===== config.mk =====
export PLATFORM = sky130hd
export DESIGN_NAME = uart_tx_sched
export DESIGN_NICKNAME = d
export VERILOG_FILES = /design/src/rtl/uart_tx_sched.sv
export SDC_FILE = /design/constraint.sdc
export NUM_CORES = 1
export LEC_CHECK = 0
export ABC_AREA = 0
export CAP_MARGIN = 10
export CORE_MARGIN = 2
export CORE_UTILIZATION = 59
export DETAILED_ROUTE_END_ITERATION = 8
export GPL_TIMING_DRIVEN = 1
export PLACE_DENSITY = 0.78
export SYNTH_ARGS = -nofsm -noshare
export SYNTH_HDL_FRONTEND = slang
export SYNTH_SLANG_ARGS = --single-unit

===== constraint.sdc =====
create_clock -name sys_clk -period 3.8 [get_ports sys_clk]
set_clock_uncertainty 0.1 [all_clocks]
set_input_delay 0.76 -clock sys_clk [delete_from_list [all_inputs] [get_ports sys_clk]]
set_output_delay 0.76 -clock sys_clk [all_outputs]
set_load 0.01 [all_outputs]

===== src/rtl/uart_tx_sched.sv =====
// -----------------------------------------------------------------------------
// uart_tx_sched
//
// Purpose:
//   Shares one UART_TX byte transmitter between three byte sources:
//   camera-init log bytes (highest priority), status/telemetry bytes, and the
//   camera frame-byte stream (lowest priority). Frame bytes have no
//   backpressure, so they are buffered in a small circular FIFO.
//   The block owns the tx_start/tx_finish handshake with UART_TX. tx_finish
//   comes from the clk_uart domain and is resynchronised before use.
//
// Ports:
//   sys_clk, rst_n          system clock, asynchronous active-low reset
//   init_valid/data/ready   init byte source (valid held until accepted)
//   sts_valid/data/ready    status byte source (valid held until accepted)
//   frm_valid/data          frame byte strobe, no backpressure
//   fifo_full               frame FIFO full; a strobe in this cycle is dropped
//   tx_start, tx_data       request and byte to UART_TX
//   tx_finish               UART_TX idle flag (1=idle, 0=busy), async domain
//   busy                    scheduler FSM not in IDLE
//   timeout_err             sticky; set whenever a handshake phase is aborted
//   drop_cnt[15:0]          saturating count of dropped frame strobes
//                           (only with UART_TX_SCHED_DROPCNT_EN defined)
//
// Configuration macro:
//   UART_TX_SCHED_DROPCNT_EN  adds the drop_cnt output.
// -----------------------------------------------------------------------------
`timescale 1ns/1ps

module uart_tx_sched #(
    parameter int FIFO_DEPTH  = 16,
    parameter int SYNC_STAGES = 2,
    parameter int TIMEOUT_CYC = 200000
) (
    input  logic        sys_clk,
    input  logic        rst_n,
    input  logic        init_valid,
    input  logic [7:0]  init_data,
    output logic        init_ready,
    input  logic        sts_valid,
    input  logic [7:0]  sts_data,
    output logic        sts_ready,
    input  logic        frm_valid,
    input  logic [7:0]  frm_data,
    output logic        fifo_full,
    output logic        tx_start,
    output logic [7:0]  tx_data,
    input  logic        tx_finish,
    output logic        busy,
    output logic        timeout_err
`ifdef UART_TX_SCHED_DROPCNT_EN
   ,output logic [15:0] drop_cnt
`endif
);

    localparam int AW = (FIFO_DEPTH > 1) ? $clog2(FIFO_DEPTH) : 1;
    localparam int CW = AW + 1;
    localparam int TW = $clog2(TIMEOUT_CYC + 1);
    localparam logic [CW-1:0] FULL_CNT = CW'(FIFO_DEPTH);
    localparam logic [TW-1:0] TMO_LAST = TW'(TIMEOUT_CYC - 1);

    typedef enum logic [1:0] {
        S_IDLE  = 2'd0,
        S_START = 2'd1,
        S_DONE  = 2'd2
    } state_t;

    // -------------------------------------------------------------------------
    // tx_finish synchroniser. Reset to 1 so the FSM sees an idle transmitter
    // straight out of reset rather than a spurious busy phase.
    // -------------------------------------------------------------------------
    logic [SYNC_STAGES-1:0] r_fin_sync;
    logic                   w_fin_s;

    always_ff @(posedge sys_clk or negedge rst_n) begin
        if (!rst_n) begin
            r_fin_sync <= '1;
        end else begin
            // NOTE: sequential state uses non-blocking assignments so every
            // flop samples the pre-edge value; blocking here would collapse
            // the synchroniser chain into a single stage.
            r_fin_sync <= {r_fin_sync[SYNC_STAGES-2:0], tx_finish};
        end
    end

    assign w_fin_s = r_fin_sync[SYNC_STAGES-1];

    // -------------------------------------------------------------------------
    // Frame-byte FIFO
    // -------------------------------------------------------------------------
    logic [7:0]    r_mem [FIFO_DEPTH];
    logic [AW-1:0] r_wr_ptr;
    logic [AW-1:0] r_rd_ptr;
    logic [CW-1:0] r_count;
    logic          w_full;
    logic          w_empty;
    logic          w_push;
    logic          w_pop;

    // Full is taken from the start-of-cycle count, so a simultaneous pop does
    // not make room for a strobe arriving in the same cycle.
    assign w_full  = (r_count == FULL_CNT);
    assign w_empty = (r_count == '0);
    assign w_push  = frm_valid & ~w_full;

    // NOTE: the storage array carries no reset; only pointers and count do,
    // which is enough to make the FIFO empty and keeps the array a plain RAM.
    always_ff @(posedge sys_clk) begin
        if (w_push) begin
            r_mem[r_wr_ptr] <= frm_data;
        end
    end

    always_ff @(posedge sys_clk or negedge rst_n) begin
        if (!rst_n) begin
            r_wr_ptr <= '0;
            r_rd_ptr <= '0;
            r_count  <= '0;
        end else begin
            if (w_push) r_wr_ptr <= r_wr_ptr + AW'(1);
            if (w_pop)  r_rd_ptr <= r_rd_ptr + AW'(1);
            case ({w_push, w_pop})
                2'b10:   r_count <= r_count + CW'(1);
                2'b01:   r_count <= r_count - CW'(1);
                default: r_count <= r_count;
            endcase
        end
    end

    // -------------------------------------------------------------------------
    // Scheduler FSM
    // -------------------------------------------------------------------------
    state_t        r_state;
    state_t        w_state_nxt;
    logic [7:0]    r_tx_data;
    logic [7:0]    w_tx_data_nxt;
    logic [TW-1:0] r_tmo_cnt;
    logic          r_timeout_err;
    logic          w_take_init;
    logic          w_take_sts;
    logic          w_take_fifo;
    logic          w_tmo;
    logic          w_tmo_hit;

    assign w_tmo_hit = (r_tmo_cnt == TMO_LAST);

    always_comb begin
        // NOTE: every signal gets a default before the case so no path leaves
        // it unassigned, which would otherwise infer a latch.
        w_state_nxt   = r_state;
        w_tx_data_nxt = r_tx_data;
        w_take_init   = 1'b0;
        w_take_sts    = 1'b0;
        w_take_fifo   = 1'b0;
        w_tmo         = 1'b0;

        unique case (r_state)
            S_IDLE: begin
                if (init_valid) begin
                    w_take_init   = 1'b1;
                    w_tx_data_nxt = init_data;
                    w_state_nxt   = S_START;
                end else if (sts_valid) begin
                    w_take_sts    = 1'b1;
                    w_tx_data_nxt = sts_data;
                    w_state_nxt   = S_START;
                end else if (!w_empty) begin
                    w_take_fifo   = 1'b1;
                    w_tx_data_nxt = r_mem[r_rd_ptr];
                    w_state_nxt   = S_START;
                end
            end
            S_START: begin
                // A completed handshake wins over a timeout in the same cycle.
                if (!w_fin_s) begin
                    w_state_nxt = S_DONE;
                end else if (w_tmo_hit) begin
                    w_state_nxt = S_IDLE;
                    w_tmo       = 1'b1;
                end
            end
            S_DONE: begin
                if (w_fin_s) begin
                    w_state_nxt = S_IDLE;
                end else if (w_tmo_hit) begin
                    w_state_nxt = S_IDLE;
                    w_tmo       = 1'b1;
                end
            end
            default: w_state_nxt = S_IDLE;
        endcase
    end

    assign w_pop = w_take_fifo;

    always_ff @(posedge sys_clk or negedge rst_n) begin
        if (!rst_n) begin
            r_state       <= S_IDLE;
            r_tx_data     <= 8'h00;
            r_tmo_cnt     <= '0;
            r_timeout_err <= 1'b0;
        end else begin
            r_state   <= w_state_nxt;
            r_tx_data <= w_tx_data_nxt;
            // Restart the phase timer on every state change, so it times
            // START and DONE separately.
            if (w_state_nxt != r_state) begin
                r_tmo_cnt <= '0;
            end else if (r_state != S_IDLE) begin
                r_tmo_cnt <= r_tmo_cnt + TW'(1);
            end
            if (w_tmo) begin
                r_timeout_err <= 1'b1;
            end
        end
    end

`ifdef UART_TX_SCHED_DROPCNT_EN
    logic [15:0] r_drop_cnt;

    always_ff @(posedge sys_clk or negedge rst_n) begin
        if (!rst_n) begin
            r_drop_cnt <= 16'h0000;
        end else if (frm_valid && w_full && (r_drop_cnt != 16'hFFFF)) begin
            r_drop_cnt <= r_drop_cnt + 16'd1;
        end
    end

    assign drop_cnt = r_drop_cnt;
`endif

    // -------------------------------------------------------------------------
    // Outputs
    // -------------------------------------------------------------------------
    assign init_ready  = w_take_init;
    assign sts_ready   = w_take_sts;
    assign fifo_full   = w_full;
    assign tx_start    = (r_state == S_START);
    assign tx_data     = r_tx_data;
    assign busy        = (r_state != S_IDLE);
    assign timeout_err = r_timeout_err;

endmodule

======== Word level (Yosys, flattened, before mapping) ========
Memory sizes are Yosys's and may differ from the RTL's.
Cells that the tools add are included.
word-level totals
  bits in registers ....................... 44
  bits in writable memories ............... 128
  input port bits ......................... 30
  word-level logic and storage cells ...... 58
  memories ................................ 1
cells by class
  add/subtract/negate cells ............... 5
  equality and inequality tests ........... 8
  mux-type cells .......................... 28
  bitwise gates (word level) .............. 2
  reduce and logical (&&, ||, !) cells .... 6
memories
  name   words  bits a word  read ports  clocked after memory_dff  write ports  line  text
  r_mem  16     8            1           0                         1            91    logic [7:0] r_mem [FIFO_DEPTH];
operators by type and width
  kind                     number
  $mux W18                 2
  $mux W8                  3
  $add A18 B1 Y18 const B  1
  $eq A18 B18 Y1 const B   1
  $mux W1                  14
  $mux W2                  6
  $pmux W5 S2              1
  $add A4 B1 Y4 const B    2
  $pmux W2 S3              1
  $reduce_bool A2 Y1       3
  $add A5 B1 Y5 const B    1
  $eq A5 B5 Y1 const B     1
  $logic_not A5 Y1         1
  $sub A5 B1 Y5 const B    1
  $eq A2 B1 Y1 const B     2
  $eq A2 B2 Y1 const B     2
  $ne A3 B3 Y1 const B     1
  $logic_not A2 Y1         1
  $ne A2 B2 Y1             1
  $pmux W1 S2              1
  $reduce_and A2 Y1        1
  $and A1 B1 Y1            1
  $not A1 Y1               1

======== Longest topological paths before layout ========
Gate-level depths: netlist of run 1.
  depth in word-level cells ............... 7
  depth in mapped cells ................... 13

======== Least setup slack after synthesis of run 1 ========
Ideal clock, no wire load.
  kind .................................... input-to-reg
  start point ............................. input port sts_valid
  end point ............................... register r_count[4]
  arrival time ............................ 2.803 ns
  data required time ...................... 3.620 ns
  path slack .............................. 0.817 ns
  cell stages on the path ................. 11
  buffers on the path ..................... 0
  cell sequence ........................... nor2_1 nand2_1 a21oi_1 ha_1 inv_1 fa_1 nor2b_1 o21ai_0 and3_1 nor3_1 xnor2_1
on the way
  word-level cells in the longest chain between the ends .. 5
  elaborated cells between the ends (all ways) .. 7
ends and longest elaborated chain
  element                                                   line  text
  start: declaration                                        40    input logic sts_valid,
  $mux W1 *                                                 163   end else if (sts_valid) begin
  $mux W1 *                                                 159   if (init_valid) begin
  $mux W1 *                                                 157   unique case (r_state)
  via w_pop                                                 98    logic w_pop;
  $eq A2 B1 Y1 / $eq A2 B2 Y1 (equally long branches)       122   case ({w_push, w_pop})
  $pmux W5 S2 / $reduce_bool A2 Y1 (equally long branches)  n/a
  end signal: assignment                                    123   2'b10: r_count <= r_count + CW'(1);
  end signal: assignment                                    124   2'b01: r_count <= r_count - CW'(1);
  end signal: assignment                                    125   default: r_count <= r_count;
  end: declaration                                          94    logic [CW-1:0] r_count;
Mark *: on every way through the listed nets, which the timed path passes. The rest lies on a longest branch.
A chain may end at the register's enable or synchronous reset.

======== Worst setup path after layout of run 1 ========
  start point ............................. input port init_valid
  end point ............................... output port sts_ready
on the way
  word-level cells in the longest chain between the ends .. 2
ends and longest elaborated chain
  element             line  text
  start: declaration  37    input logic init_valid,
  $mux W1             159
  $mux W1             157
  end: declaration    42    output logic sts_ready,
Every way passes these cells.

==> results.yml, run 1 <==
pwr:
  power.internal_uw: 3993
  switching_share_pct: 32.01
  power_frac_comb_pct: 27.4
  powerDensity_nw_per_um2: 676.9
  pwr-share-seq_pct: 44.6
  p_clk_share_pct: 28.1
  ir_worst_vdd_mv: 0.4214
  switching_power_uw: 1880
  power.leakage_uw: 0.003108
final_layout:
  drive_gt1_share_pct: 17.11
  diodes: 0
  register_area_um2: 4949
  multiInputGateArea_um2: 2370
  nFillCells: 879
  final_cells: 733
  flow.area_growth_from_synthesis_pct: 16.05
  final_net_count: 593
synth:
  yosys.area_share.simple_pct: 9.690
  synth_commonest_cells: "edfxtp_1 (128), dfrtp_1 (42), nand2_1 (36)"
  synth_top_family_by_area: "multiplexers"
  synth_xor_area_share_pct: 3.046
  ys_seq_area_share_pct: 66.18
  ys_async_sr_fraction_pct: 25.58
  synth-seq-cells: 172
  synth.most_common_cell: "edfxtp_1"
  syn_area_um2: 7476
  synth_area_leader_cell: "edfxtp_1"
  syn_area_per_cell_um2: 15.16
  synthMuxAreaShare_pct: 9.808
  yosysTopAreaCellShare_pct: 51.41
  synth_compound_area_share_pct: 6.544
  ys.flop_type: "edfxtp_1"
  ys_warn_count: 0
  synthCells: 493
  synthTopCellsByArea: "edfxtp_1 (51%), dfrtp_1 (14%), mux4_2 (7.2%)"
  yosysUniqueCellTypes: 50
  synth-edff-count: 128
  synth_fa_ha_area_share_pct: 2.611
  synth_nets: 538
sta:
  rsz0062_at_grt: "no"
  hold_violations: 0
  fin_crit_sh_pct: 84.73
  drv_slew: 0
  final.setup.tns_ns: 0
  setup_viol: 0
  post-route-min-period_ns: 3.220
  tightest_slew_ns: 0.9614
  max-slew-margin-rel_pct: 35.91
  fmax_ghz: 0.3106
clocking:
  cts_hold_buf: 0
  cts_tree: "done"
  post_cts_resized: 0
  cts_max_level: 4
  numCtsBuffers: 17
  cts_root_buffer: "clkbuf_16"
  post_cts.repair.setup_buffers: 0
  clk-insertion-delay-late_ns: 0.43
  cts_sinks: 172
  clockBufferDepth: 2
  path_clk_slew_ns: 0.06
grt:
  grt_pass1_vias: 4231
  grtUsageMet2_pct: 38.14
  grt_max_degree: 45
  grt_overflow: 0
  use_met1_pct: 33.16
  grt_usage_pct: 24.19
  antenna_found_initial: 0
  busiest_layer: "met2"
  grt_pass1_wl_um: 23590
  grt_use_met3_pct: 6.954
floorplanning:
  die_area_um2: 13590
  die_w_um: 116.6
  ios: 44
  core_area_um2: 12520
  die_h_um: 116.6
  rows: 41
  initial_core_util_pct: 59.73
drt:
  num_vias: 4352
  drt-total-wl_um: 15130
  ant_nets: 0
  drtIter0Drc: 453
  vias_per_cell: 5.937
  drt-pass1-iter-count: 5
  drc: 0
  routedWlPerCell_um: 20.64
place:
  port_buffers: 43
  dp_cells: 701
  dp_hpwl_um: 10220
  gp_congestion: 0.8492
worst_setup_path:
  cp-start-kind: "input port"
  setup.worst_path.class: "in -> out"
  crit_cells: 6
  crit_required_ns: 2.94
  cp_slowest_cell: "clkdlybuf4s50_1"
  crit_path_cell_trace: "clkdlybuf4s50_1 > buf_4 > nor2b_1 > buf_4 > and2_1 > clkdlybuf4s50_1"
  cpPeakStageDelay_ns: 0.53
  r2r_setup_slack_ns: 0.79
  rr_worst_depth: 12
  crit_family: "buffers and inverters"
  crit_fanout: 12
  critPathCaptureType: "output pin"
  arrival_ns: 2.36
  critical_path_buf_inv_count: 4
run_status:
  status: "finished, final reports clean"
worst_hold_path:
  hold_depth: 0
  min_path_type: "reg -> reg"
run:
  cap_violations: 0
worst paths after layout:
path | from | endpoint
worst min-delay path | r_fin_sync[0]$_DFF_PN1_ | r_fin_sync[1]$_DFF_PN1_
worst min register to register | r_fin_sync[0]$_DFF_PN1_ | r_fin_sync[1]$_DFF_PN1_
max in group asynchronous | rst_n | r_rd_ptr[0]$_DFFE_PN0P_
min in group asynchronous | rst_n | r_count[4]$_DFFE_PN0P_
worst max register to register | r_count[1]$_DFFE_PN0P_ | r_count[4]$_DFFE_PN0P_
worst max-delay path | init_valid | sts_ready
registers in the layout, summed over array words and instances, names as in the netlist:
register / cells
r_wr_ptr: 4
r_fin_sync: 2
r_mem: 128
r_tmo_cnt: 18
r_rd_ptr: 4
tx_data: 8
r_count: 5
timeout_err: 1
r_state: 2
area by class of cell:
type	instances	share of cell area [%]
Clock buffer	19	4.990
Clock inverter	13	1.529
Tap cell	172	2.481
Sequential cell	172	57.04
Multi-Input combinational cell	289	27.31
Timing Repair Buffer	55	6.086
Inverter	13	0.5624
metrics by stage:
| step | hold WS (ns) | total power, uW | util (%) | worst slack, ns | area [um2] |
|---|---|---|---|---|---|
| after floorplan | 0.2452 | 3714 | - | 0.8172 | 7476 |
| after global placement | 0.2500 | 4192 | 64.79 | 0.5554 | 8110 |
| after detailed placement | 0.2494 | 4260 | 64.79 | 0.4924 | 8110 |
| after CTS | 0.2569 | 5911 | 69.31 | 0.5868 | 8676 |
| after global routing | 0.2576 | 6167 | 69.31 | 0.4971 | 8676 |
| final | 0.2561 | 5873 | 69.31 | 0.5803 | 8676 |
power by group through the flow:
| stage | logic [uW] | clock network (uW) | registers [uW] |
|---|---|---|---|
| after global placement | 1560 | 0 | 2640 |
| final | 1610 | 1650 | 2620 |
| after detailed placement | 1600 | 0 | 2660 |
| after floorplan | 1250 | 0 | 2470 |
| after global routing | 1760 | 1750 | 2660 |
| after CTS | 1620 | 1670 | 2620 |
cell usage in the layout (no fill, tap or decap), types with 5 or more instances in the layout:
cell type and n:
clkdlybuf4s50_1 42, a22o_1 8, xor2_1 12, a31oi_1 9, and3b_1 5, nor2_2 10
nor3_1 12, clkbuf_16 17, ha_1 14, a221oi_1 7, mux2i_1 8, nand3_1 6
edfxtp_1 128, inv_1 13, o21ai_0 23, a21oi_1 12, nand4_1 9, buf_4 11
and3_1 5, nand2_1 36, nor2_1 29, nor2b_1 5, mux4_2 24, mux2_2 10
dfrtp_1 41, xnor2_1 14
kinds of logic after synthesis:
family                     count (synthesis)
buffers and inverters                     32
xor gates and xnor gates                  26
AOI/OAI and AO/OA                         69
and+or+nand+nor                          137
DFF                                      172
adders and majority gates                 15
muxes                                     42
metal layers:
| layer | vias to the layer above | wire length (um) |
|---|---|---|
| li1 | 1994 | - |
| met1 | 2163 | 6364 |
| met2 | 172 | 7358 |
| met3 | 23 | 1165 |
| met4 | 0 | 244 |
| met5 | - | 0 |
Note: power is estimated with default switching activity, not from simulation.
==> inputs of run 2 (changes only) <==
Clock period 3.8 ns to 3.2 ns, I/O delays scaled along.
==> run 2 against run 1 <==
Effect of this change: final cell count increased by 2.6%; setup slack worse by 0.33 ns; first-iteration DRC count increased by 14%; critical path depth shrank 1; highest routed layer unchanged.
==> results.yml, run 2 (synthesized netlist as in run 1, its figures left out) <==
run:
  cap_violations: 0
floorplanning:
  initial_core_util_pct: 59.73
  die_h_um: 116.6
  core_area_um2: 12520
  die_w_um: 116.6
  ios: 44
  rows: 41
  die_area_um2: 13590
worst_setup_path:
  cp-start-kind: "register"
  cpPeakStageDelay_ns: 0.58
  cpMostUsedCell: "inv_1"
  crit_required_ns: 2.46
  rr_worst_depth: 12
  arrival_ns: 2.21
  critical_path_buf_inv_count: 4
  r2r_end: "r_count[4]$_DFFE_PN0P_"
  r2r_setup_slack_ns: 0.34
  crit_path_cell_trace: "inv_1 > ha_1 > buf_4 > inv_1 > clkdlybuf4s50_1"
  cp_slowest_cell: "clkdlybuf4s50_1"
  crit_family: "buffers and inverters"
  critPathCaptureType: "output pin"
  rr_startpoint: "r_count[1]$_DFFE_PN0P_"
  setup.worst_path.class: "reg -> out"
  crit_fanout: 10
final_layout:
  layout_commonest_cell: "edfxtp_1"
  final_net_count: 612
  largest_reg_flops: 128
  layout_common_cells: "edfxtp_1 (128), clkdlybuf4s50_1 (42), dfrtp_1 (41), nand2_1 (36), buf_4 (30)"
  final_cells: 752
  drive_gt1_share_pct: 19.83
  flow.area_growth_from_synthesis_pct: 18.36
  top_register: "r_mem"
  diodes: 0
pwr:
  power.leakage_uw: 0.003219
  ir_worst_vdd_mv: 0.4987
  powerDensity_nw_per_um2: 805.3
drt:
  ant_nets: 0
  num_vias: 4490
  drtIter0Drc: 516
  drc: 0
  drt-pass1-iter-count: 5
  vias_per_cell: 5.971
  drt-total-wl_um: 15260
  routedWlPerCell_um: 20.29
grt:
  grt_max_degree: 41
  antenna_found_initial: 0
  grt_pass1_wl_um: 23730
  grt_usage_pct: 24.44
  grt_overflow: 0
  grt_pass1_vias: 4451
clocking:
  post_cts_resized: 0
  numCtsBuffers: 17
  clockBufferDepth: 2
  cts_tree: "done"
  cts_max_level: 4
  post_cts.repair.setup_buffers: 0
  path_clk_slew_ns: 0.07
  cts_hold_buf: 0
  clk-insertion-delay-late_ns: 0.43
  cts_sinks: 172
  cts_root_buffer: "clkbuf_16"
sta:
  max-slew-margin-rel_pct: 42.54
  post-route-min-period_ns: 2.953
  tightest_slew_ns: 0.8597
  setup_viol: 0
  hold_violations: 0
  fmax_ghz: 0.3386
  drv_slew: 0
  fin_crit_sh_pct: 92.29
  rsz0062_at_grt: "no"
  final.setup.tns_ns: 0
worst_hold_path:
  min_path_type: "in -> async"
place:
  gp_congestion: 0.8477
  dp_hpwl_um: 10070
  port_buffers: 43
  dp_cells: 720
run_status:
  status: "finished, final reports clean"
==> run 2: routing by layer <==
layer / part of all wire [%] / vias to the layer above / wire [um] / global-route usage (%)
met5: 0 / - / 0 / 0
met4: 1.3 / 0 / 191 / 7.216
met3: 6.9 / 20 / 1053 / 6.694
met2: 50 / 184 / 7664 / 40.08
met1: 42 / 2258 / 6350 / 32.55
li1: - / 2028 / - / -
==> run 2: cell type report <==
type / count / area (um2)
Clock buffer: 22 / 464.2
Clock inverter: 10 / 131.4
Fill cell: 856 / 3669
Inverter: 13 / 48.80
Multi-Input combinational cell: 289 / 2370
Sequential cell: 172 / 4949
Tap cell: 172 / 215.2
Timing Repair Buffer: 74 / 670.6
==> run 2: worst max path at each step <==
stage                                   to  slack [ns]  cells past startpoint                    from
CTS                                   busy        0.23                      5    r_state[0]$_DFF_PN0_
global route        r_count[4]$_DFFE_PN0P_        0.11                     12  r_count[0]$_DFFE_PN0P_
detailed placement  r_count[4]$_DFFE_PN0P_        0.08                     12               sts_valid
global placement    r_count[4]$_DFFE_PN0P_        0.22                     12               sts_valid
finish                                busy        0.25                      5    r_state[0]$_DFF_PN0_
floorplan           r_count[4]$_DFFE_PN0P_        0.27                     13    r_state[0]$_DFF_PN0_
==> run 2: through the flow <==
step                      power (uW)  cell area, um2  setup slack (ns)  util [%]  hold WS, ns
after CTS                       7158            8848            0.2343     70.69      0.08918
final                           7126            8848            0.2468     70.69      0.08811
after global routing            7470            8848            0.1104     70.69       0.1083
after global placement          5013            8253            0.2242     65.93       0.2491
after detailed placement        5103            8253           0.08241     65.93       0.2543
after floorplan                 4410            7476            0.2706         -       0.2444
==> run 2: power by group <==
part	switching, uW	total, uW	internal [uW]
sequential	258	2990	2730
clock	847	2050	1210
combinational	1120	2090	970
total	2220	7130	4900
==> run 2: worst reg2reg max path, delay by kind of cell (launching register included) <==
family          cells  cell delay (ns)
simple gates        6             1.26
buf+inv             2             0.15
compound gates      1             0.10
xor+xnor            1             0.16
flops               1             0.44
fa+ha+maj           2             0.58
